### config.mk
export PLATFORM = sky130hd
export DESIGN_NAME = mem_port_arbiter
export DESIGN_NICKNAME = d
export VERILOG_FILES = /design/src/rtl/mem_port_arbiter.sv
export SDC_FILE = /design/constraint.sdc
export NUM_CORES = 1
export LEC_CHECK = 0
export BUFFER_PORTS_ARGS = -buffer_cell sky130_fd_sc_hd__buf_2
export CORE_MARGIN = 1
export CORE_UTILIZATION = 40
export DETAILED_ROUTE_END_ITERATION = 8
export SYNTH_ARGS = -nofsm -noshare
export SYNTH_HDL_FRONTEND = slang
export SYNTH_SLANG_ARGS = --single-unit
### constraint.sdc
create_clock -name clk -period 2 [get_ports clk]
set_input_delay 0.2 -clock clk [delete_from_list [all_inputs] [get_ports clk]]
set_output_delay 0.2 -clock clk [all_outputs]
set_load 0.1 [all_outputs]
### src/rtl/mem_port_arbiter.sv
// mem_port_arbiter: round-robin owner of a single-ported memory among four requesters;
// a grant is held until done or timeout and drives the select of the port muxes.
module mem_port_arbiter #(
   parameter int n       = 32,
   parameter int TIMEOUT = 16
) (
   input  logic       clk,
   input  logic       rst_n,
   input  logic [3:0] req_i,
   input  logic       done_i,
   output logic [3:0] gnt_o,
   output logic [1:0] sel_o,
   output logic       busy_o,
   output logic       err_o
);
   localparam int CW = TIMEOUT > 1 ? $clog2(TIMEOUT) : 1;
   localparam logic [CW-1:0] LIM = TIMEOUT > 0 ? CW'(TIMEOUT - 1) : '1;

   typedef enum logic {IDLE, BUSY} state_t;

   state_t        state_q, state_d;
   logic [1:0]    ptr_q, ptr_d, sel_q, sel_d, nxt, win;
   logic [3:0]    gnt_q, gnt_d;
   logic [CW-1:0] cnt_q, cnt_d;
   logic          err_q, err_d, expire;

   // the arbiter carries no data; n only sizes the muxes it steers
   if (n < 1) begin : g_bad_width
   end

   // first requester at or after p in circular order
   function automatic logic [1:0] pick(input logic [3:0] r, input logic [1:0] p);
      pick = p;
      for (int k = 3; k >= 0; k--)
         if (r[p + 2'(k)]) pick = p + 2'(k);
   endfunction

   always_comb begin
      state_d = state_q;
      ptr_d   = ptr_q;
      gnt_d   = gnt_q;
      sel_d   = sel_q;
      err_d   = 1'b0;
      cnt_d   = (state_q == BUSY && cnt_q != LIM) ? cnt_q + 1'b1 : cnt_q;
      expire  = (TIMEOUT != 0) && (cnt_q == LIM);
      nxt     = sel_q + 2'd1;
      win     = pick(req_i, state_q == BUSY ? nxt : ptr_q);
      if (state_q == BUSY && (done_i || expire)) begin
         state_d = IDLE;
         ptr_d   = nxt;
         gnt_d   = '0;
         err_d   = !done_i;
      end
      // a timeout closes without re-arbitrating; done hands over with no bubble
      if ((state_q == IDLE || done_i) && |req_i) begin
         state_d = BUSY;
         gnt_d   = 4'b1 << win;
         sel_d   = win;
         cnt_d   = '0;
      end
   end

   always_ff @(posedge clk or negedge rst_n)
      if (!rst_n) begin
         state_q <= IDLE;
         ptr_q   <= '0;
         gnt_q   <= '0;
         sel_q   <= '0;
         cnt_q   <= '0;
         err_q   <= 1'b0;
      end else begin
         state_q <= state_d;
         ptr_q   <= ptr_d;
         gnt_q   <= gnt_d;
         sel_q   <= sel_d;
         cnt_q   <= cnt_d;
         err_q   <= err_d;
      end

   assign gnt_o  = gnt_q;
   assign sel_o  = sel_q;
   assign busy_o = state_q == BUSY;
   assign err_o  = err_q;
endmodule

# Word level (Yosys, flattened, before mapping)
# Cells that the tools add are included.
[classes]
mux = 20
add_sub_neg = 5
n_reduce_logical = 9
shift = 1
magnitude_cmp = 4
n_eq_ne = 2
bitwise = 1
[op_table]
columns = ["cell", "count"]
rows = [
  ["2-to-1 mux 4 bit", 4],
  ["less-than comparator 2 x 3 -> 1 bit (second input constant)", 4],
  ["2-to-1 mux 2 bit", 5],
  ["binary-select mux 1 bit (select 2 bit)", 4],
  ["2-to-1 mux 1 bit", 7],
  ["adder 2 x 1 -> 2 bit (second input constant)", 2],
  ["adder 2 bit (second input constant)", 2],
  ["adder 4 x 1 -> 4 bit (second input constant)", 1],
  ["== test 4 bit (second input constant)", 1],
  ["!= test 4 bit (second input constant)", 1],
  ["nonzero test 2 bit", 2],
  ["OR reduction 4 bit", 1],
  ["<< shifter 1 x 2 -> 4 bit (first input constant)", 1],
  ["logical AND 1 bit", 3],
  ["logical OR 1 bit", 2],
  ["logical NOT 1 bit", 1],
  ["inverter 1 bit", 1],
]
[word_totals]
reg_bits = 14
out_inout_bits = 8
elab_cells = 48

# Longest topological paths before layout
# Gate-level depths: netlist of run 1.
[depth]
word_depth = 11
ltp_mapped = 6
ltp_nobuf = 6

# Least setup slack after synthesis of run 1
# OpenSTA, ideal clock, no wires.
[synth_path]
path_kind = "reg2reg"
startpoint = "register sel_q[0], in the netlist sel_o[0]"
endpoint = "register gnt_q[1], in the netlist gnt_o[1]"
arrival_ps = 2173
setup_time_ps = 119
stages_incl_launch_ff = 6
t_required_ps = 1881
n_path_buf = 0
path_slack_ps = -292
cell_sequence = "dfrtp_1 -> xnor2_1 -> a211o_1 -> nor4bb_1 -> nor4b_4 -> o21ba_2"
[synth_between]
elab_chain_cells = 11
word_cells_on_any_way = 19
classes_between = "4 x add/sub; 1 x shift; 14 x mux"
[synth_lines]
columns = ["item", "line_no", "source"]
rows = [
  ["start: declaration", "22", "logic [1:0] ptr_q, ptr_d, sel_q, sel_d, nxt, win;"],
  ["start signal: assignment", "75", "sel_q <= sel_d;"],
  ["adder 2 x 1 -> 2 bit *", "46", "nxt = sel_q + 2'd1;"],
  ["2-to-1 mux 2 bit *", "47", "win = pick(req_i, state_q == BUSY ? nxt : ptr_q);"],
  ["adder 2 bit", "35", "if (r[p + 2'(k)]) pick = p + 2'(k);"],
  ["binary-select mux 1 bit (select 2 bit)", "35", ""],
  ["2-to-1 mux 1 bit (implied by the code)", "35", ""],
  ["2-to-1 mux 2 bit (3 in series)", "35", ""],
  ["2-to-1 mux 2 bit *", "35", ""],
  ["<< shifter 1 x 2 -> 4 bit *", "57", "gnt_d = 4'b1 << win;"],
  ["2-to-1 mux 4 bit *", "55", "if ((state_q == IDLE || done_i) && |req_i) begin"],
  ["end signal: assignment", "74", "gnt_q <= gnt_d;"],
  ["end: declaration", "23", "logic [3:0] gnt_q, gnt_d;"],
]
# Mark *: on every way between the ends. The rest lies on a longest branch, timed or not. The select of a mux whose other input is x is not followed.
# A chain may end at the register's enable or synchronous reset.

# Worst setup path in the final report of run 1
# Same ends and word-level chain as after synthesis.

==> summary.md, run 1 <==
| Metric | Value |
|---|---|
| Post-DP HPWL | `1260 µm` |
| Worst skew pair latency | `0.27 ns` |
| Routed WL | `between 1500 and 2000 µm` |
| Initial DRC count | `9` |
| Period utilization | `0.915` |
| Synth Instances | `80` |
| CP endpoint | `gnt_o[1]` |
| Startpoint Class | `register` |
| Final Hold Vio Count | `0` |
| Commonest non-fill, non-tap cell in the layout | `buf_2` |
| Post-CTS setup buffer count | `0` |
| Design Power | `1.45 mW` |
| Crit path arrival time | `2.00 ns` |
| IO Count | `15` |
| Slowest-stage cell, CP | `dfrtp_2` |
| Worst slew pin tran | `0.872 ns` |
| Gr ovfl total | `0` |
| Kind of critical path | `reg2reg` |
| Die width | `46.0 µm` |
| Final Setup Violations | `0` |
| CP peak stage delay | `0.46 ns` |
| Endpoint type of the worst setup path | `register` |
| HP Class | `in2reg` |
| Worst setup margin | `0.170 ns` |
| CP Cell Sequence | `xnor2_1 > a211o_1 > nor4bb_2 > nor4b_4 > o21ba_2` |
| # H-tree levels | `1` |
| Initial antenna violation count | `0` |
| Yosys cell types | `31` |
| RR Startpoint | `sel_o[0]` |
| Synth Register Bits | `14` |
| Final core occ | `0.543` |
| Clock Skews | `0.00193 ns` |
| Worst IR Drop VDD | `1.08 mV` |
| Final nets | `approximately 110` |
| RSZ-0062 raised after global routing | `false` |
| RR Endpoint | `gnt_o[1]` |
| Via/cell ratio | `5.31` |
| Critical Path RT | `2.17 ns` |
| Root cell of the clock tree | `clkbuf_4` |
| DIE HEIGHT | `between 40 and 50 µm` |
| DIE AREA | `2120 µm²` |
| First-pass DRT Iterations | `4` |
| Placed cell area | `906 µm²` |
| Fmax | `546 MHz` |
| Fillers | `185` |
| Antenna diodes | `0` |
| Final TNS setup | `0 ns` |
| IO Port Bufs | `14` |
| LEAKAGE | `0.471 nW` |
| Global-route wire length before repair | `2700 µm` |
| Met1 Use GR | `0.284` |
| Layer with the highest usage | `met1` |
| Commonest non-fill, non-tap cells in the layout | `buf_2, dfrtp_1, nor2_1` |
| Initial core utilization | `0.440` |
| Gpl congestion | `0.760` |
| Slew margin rel. | `0.412` |
| MaxCap Viol Count | `0` |
| Clk buf depth | `2` |
| Run status | `completed` |
| Floorplan row count | `15` |
| Area Growth Syn to Fin | `23.5%` |
| Largest net degree at the start of global routing | `15` |
| TritonCTS clock tree | `yes` |
| Layout cells sized above 1 | `0.284` |
| Worst reg2reg path depth | `5` |
| Post-route cell area | `958 µm²` |
| Pwr Density | `around 1500 nW/µm²` |
| Overall Global Routing Usage | `0.184` |
| Yosys warns | `0` |
| Drt drc | `0` |
| Drt wl/cell | `approximately 13 µm` |
| Syn avg cell area | `9.70 µm²` |
| TritonCTS Buffers | `3` |
| Vias in the first global route | `593` |
| Worst reg-to-reg setup slack | `0.17 ns` |
| GR Util met3 | `0.0357` |
| Met2 Use GR | `0.256` |
| Pre-CTS worst setup slack | `0.140 ns` |
| Total clock sinks | `14` |
| Core footprint | `1760 µm²` |
| Max-slew violations | `0` |
| Post-route ant nets | `0` |
| Tmin final | `1.83 ns` |
| Post-Syn Area | `776 µm²` |
| Worst setup path startpoint | `sel_o[0]` |
| Post-synthesis sequential area ratio | `0.452` |
| CP Max Fanout | `7` |
| Clock-pin transition on the worst setup and hold timing paths | `0.09 ns` |
| Via Count | `675` |
| Syn nets | `88` |
[through the flow]
| step | hold WS [ns] | std cells |
|---|---|---|
| final | 0.149 | 127 |
| after global routing | 0.145 | 127 |
| after CTS | 0.140 | 127 |
| after detailed placement | 0.119 | 122 |
| after global placement | 0.115 | 122 |
| after floorplan | -0.0956 | 80 |
[synthesized netlist by cell type]
| cell | count | share of area |
|---|---|---|
| dfrtp_1 | 14 | 0.45 |
| nor3_1 | 3 | 0.019 |
| or2_0 | 1 | 0.0081 |
| nand2b_1 | 5 | 0.040 |
| a211o_1 | 1 | 0.011 |
| a21oi_1 | 7 | 0.045 |
| a32o_1 | 2 | 0.026 |
| and3_1 | 1 | 0.0081 |
| a21boi_0 | 1 | 0.0097 |
| a31oi_1 | 1 | 0.0081 |
| o21ai_1 | 1 | 0.0064 |
| nor2b_1 | 1 | 0.0081 |
| a21o_1 | 4 | 0.039 |
| o21ai_0 | 6 | 0.039 |
| nand3_1 | 4 | 0.026 |
| nand2_1 | 4 | 0.019 |
| o31ai_1 | 1 | 0.0097 |
| o21ba_2 | 1 | 0.013 |
| and2_1 | 2 | 0.016 |
| xnor2_1 | 1 | 0.011 |
| o41ai_2 | 1 | 0.021 |
| or3_1 | 1 | 0.0081 |
| nor4bb_1 | 1 | 0.013 |
| inv_1 | 1 | 0.0048 |
| nor2_1 | 8 | 0.039 |
| buf_2 | 1 | 0.0064 |
| ha_1 | 1 | 0.016 |
| nor4b_4 | 1 | 0.031 |
| xor2_1 | 2 | 0.023 |
| mux2i_1 | 1 | 0.013 |
| a22o_1 | 1 | 0.011 |
[cells by family after synthesis]
family / after synthesis / share of synthesized area
adders and majority gates: 1 / 0.0161
muxes: 1 / 0.0129
buffers and inverters: 2 / 0.0113
xor gates and xnor gates: 3 / 0.0339
DFF: 14 / 0.452
AOI/OAI and AO/OA: 27 / 0.239
and+or+nand+nor: 32 / 0.235
[per-layer routing]
layer,up-vias,share of wire,wire (µm)
met5,-,0,0
met4,0,0.0073,12
met3,2,0.041,67
met2,14,0.43,703
met1,315,0.53,867
li1,344,-,-
[cell type report]
| type | instances | area [µm²] | area share |
|---|---|---|---|
| Tap cell | 25 | 31.3 | 0.0326 |
| Timing Repair Buffer | 19 | 110 | 0.115 |
| Multi-Input combinational cell | 64 | 423 | 0.441 |
| Clock buffer | 4 | 36.3 | 0.0379 |
| Inverter | 1 | 3.75 | 0.00392 |
| Sequential cell | 14 | 354 | 0.369 |
[critical path, delay by kind of cell, from the launching register on]
kind	cells	cell delay (ns)
and+or+nand+nor	2	0.57
xor gates and xnor gates	1	0.18
DFF	1	0.46
AOI/OAI and AO/OA	2	0.51
[power by group]
group | switching [mW] | internal (mW)
sequential | 0.0745 | 0.362
combinational | 0.580 | 0.226
clock | 0.0926 | 0.111
total | 0.747 | 0.698
[sequential cells by signal, indices dropped and copies added (netlist names)]
signal  cells
ptr_q       2
cnt_q       4
err_o       1
gnt_o       4
busy_o      1
sel_o       2
[how the worst min path moves through the flow]
stage | endpoint | start | cells past startpoint | slack (ns)
after floorplan | busy_o | rst_n | 0 | -0.1
after global placement | gnt_o[2] | rst_n | 1 | 0.11
after detailed placement | err_o | rst_n | 1 | 0.12
after CTS | busy_o | done_i | 2 | 0.14
after global routing | busy_o | done_i | 2 | 0.15
final | busy_o | done_i | 2 | 0.15
[timing repair]
item	4_1_cts	5_1_grt
setup endpoints to repair	0	1
resized for setup	0	1
hold endpoints to repair	14	0
hold buffers	1	0
Note: power is estimated with default switching activity, not from simulation.
==> inputs of run 2 (changes only) <==
CTS_BUF_LIST = sky130_fd_sc_hd__clkbuf_8   (was default)
==> summary.md, run 2 (synthesized netlist as in run 1, its figures left out) <==
| Metric | Value |
|---|---|
| Final Setup Violations | `0` |
| Commonest non-fill, non-tap cells in the layout | `buf_2, dfrtp_1, nor2_1` |
| Run status | `completed` |
| TritonCTS Buffers | `3` |
| Initial antenna violation count | `0` |
| Gpl congestion | `approximately 0.76` |
| Layout cells sized above 1 | `0.275` |
| Fmax | `538 MHz` |
| Final Hold Vio Count | `0` |
| Via Count | `699` |
| Endpoint type of the worst setup path | `register` |
| Design Power | `~1.5 mW` |
| Clock Skews | `~0.0031 ns` |
| First-pass DRT Iterations | `4` |
| Post-DP HPWL | `1260 µm` |
| Worst skew pair latency | `between 0.2 and 0.3 ns` |
| Worst slew pin tran | `just under 0.9 ns` |
| Global-route wire length before repair | `2730 µm` |
| Slew margin rel. | `0.409` |
| Kind of critical path | `reg2reg` |
| Initial core utilization | `0.440` |
| Largest net degree at the start of global routing | `15` |
| Worst reg-to-reg setup slack | `0.14 ns` |
| Post-route ant nets | `0` |
| DIE HEIGHT | `roughly 46 µm` |
| RSZ-0062 raised after global routing | `false` |
| Worst IR Drop VDD | `1.17 mV` |
| Die width | `46.0 µm` |
| Clock-pin transition on the worst setup and hold timing paths | `roughly 0.06 ns` |
| MaxCap Viol Count | `0` |
| IO Count | `15` |
| Period utilization | `0.930` |
| Worst reg2reg path depth | `5` |
| Core footprint | `1760 µm²` |
| Vias in the first global route | `between 600 and 700` |
| Clk buf depth | `2` |
| Startpoint Class | `register` |
| CP Max Fanout | `7` |
| Pre-CTS worst setup slack | `0.140 ns` |
| RR Startpoint | `sel_o[0]` |
| TritonCTS clock tree | `yes` |
| IO Port Bufs | `14` |
| Hold path depth | `2` |
| Final nets | `about 110` |
| # H-tree levels | `1` |
| Crit path arrival time | `a little under 2 ns` |
| Total clock sinks | `14` |
| Drt wl/cell | `13.3 µm` |
| RR Endpoint | `gnt_o[3]` |
| Placed cell area | `between 900 and 1000 µm²` |
| Gr ovfl total | `0` |
| LEAKAGE | `0.478 nW` |
| DIE AREA | `2120 µm²` |
| Max-slew violations | `0` |
| Initial DRC count | `12` |
| Routed WL | `1690 µm` |
| Worst setup margin | `0.140 ns` |
| Via/cell ratio | `5.50` |
| Post-route cell area | `971 µm²` |
| Final core occ | `0.550` |
| Floorplan row count | `15` |
| Root cell of the clock tree | `clkbuf_8` |
| Tmin final | `between 1.5 and 2 ns` |
| Final TNS setup | `0 ns` |
| Critical Path RT | `between 2 and 2.5 ns` |
| Antenna diodes | `0` |
| Overall Global Routing Usage | `0.190` |
| Fillers | `182` |
| Pwr Density | `1560 nW/µm²` |
| Area Growth Syn to Fin | `25.2%` |
| HP Class | `in2reg` |
| Worst Hold End | `busy_o` |
| Commonest non-fill, non-tap cell in the layout | `buf_2` |
| Hold Path Origin | `done_i` |
| Drt drc | `0` |
## run 2: changes by cell type in the layout (fill, tap and decap cells not counted)
cell	before	now
nor4bb_1	0	1
clkbuf_4	3	0
clkbuf_8	1	4
nor4bb_2	1	0
## run 2: final cells by class
cell class | count | area [µm²] | share of cell area
clock buffers | 4 | 55.1 | 0.0567
multi-input cells | 64 | 417 | 0.429
repair buffers | 19 | 110 | 0.113
flip-flops and latches | 14 | 354 | 0.365
inverters | 1 | 3.75 | 0.00387
well taps | 25 | 31.3 | 0.0322
## run 2: critical path: stages (launching register included)
cell and delay (ns):
dfrtp_2 0.45, and2_1 0.19, o21ai_0 0.20, nor4bb_1 0.52, nor4b_4 0.13, a32o_1 0.26
## run 2: metal layers
layer | vias to the layer above | wire length, µm | share of wire | track usage
met3 | 5 | 78 | 0.046 | 0.0357
met1 | 330 | 877 | 0.52 | 0.266
met5 | - | 0 | 0 | 0
met4 | 0 | 30 | 0.018 | 0.0882
li1 | 342 | - | - | -
met2 | 22 | 705 | 0.42 | 0.282
## run 2: power breakdown
group / internal (mW) / leakage (nW) / switching, mW
logic: 0.223 / 0.273 / 0.581
clock network: 0.174 / 0.0288 / 0.103
registers: 0.363 / 0.176 / 0.0736
## run 2: timing repair
item | CTS | global route
hold endpoints to repair | 14 | 0
resized for setup | 0 | 0
hold buffers | 1 | 0
setup buffers | 0 | 0
## run 2: how the worst max path moves through the flow
stage / start / endpoint / slack, ns
after floorplan: sel_o[0] / gnt_o[1] / 0.04
after global placement: sel_o[0] / gnt_o[3] / 0.12
after detailed placement: sel_o[0] / gnt_o[3] / 0.14
after CTS: sel_o[0] / gnt_o[3] / 0.13
after global routing: busy_o / gnt_o[3] / 0.0007
final: sel_o[0] / gnt_o[3] / 0.14
## run 2: metrics by stage
| step | cells | hold WS (ns) |
|---|---|---|
| floorplan | 80 | -0.0956 |
| finish | 127 | 0.186 |
| CTS | 127 | 0.181 |
| global route | 127 | 0.193 |
| detailed placement | 122 | 0.119 |
| global placement | 122 | 0.115 |
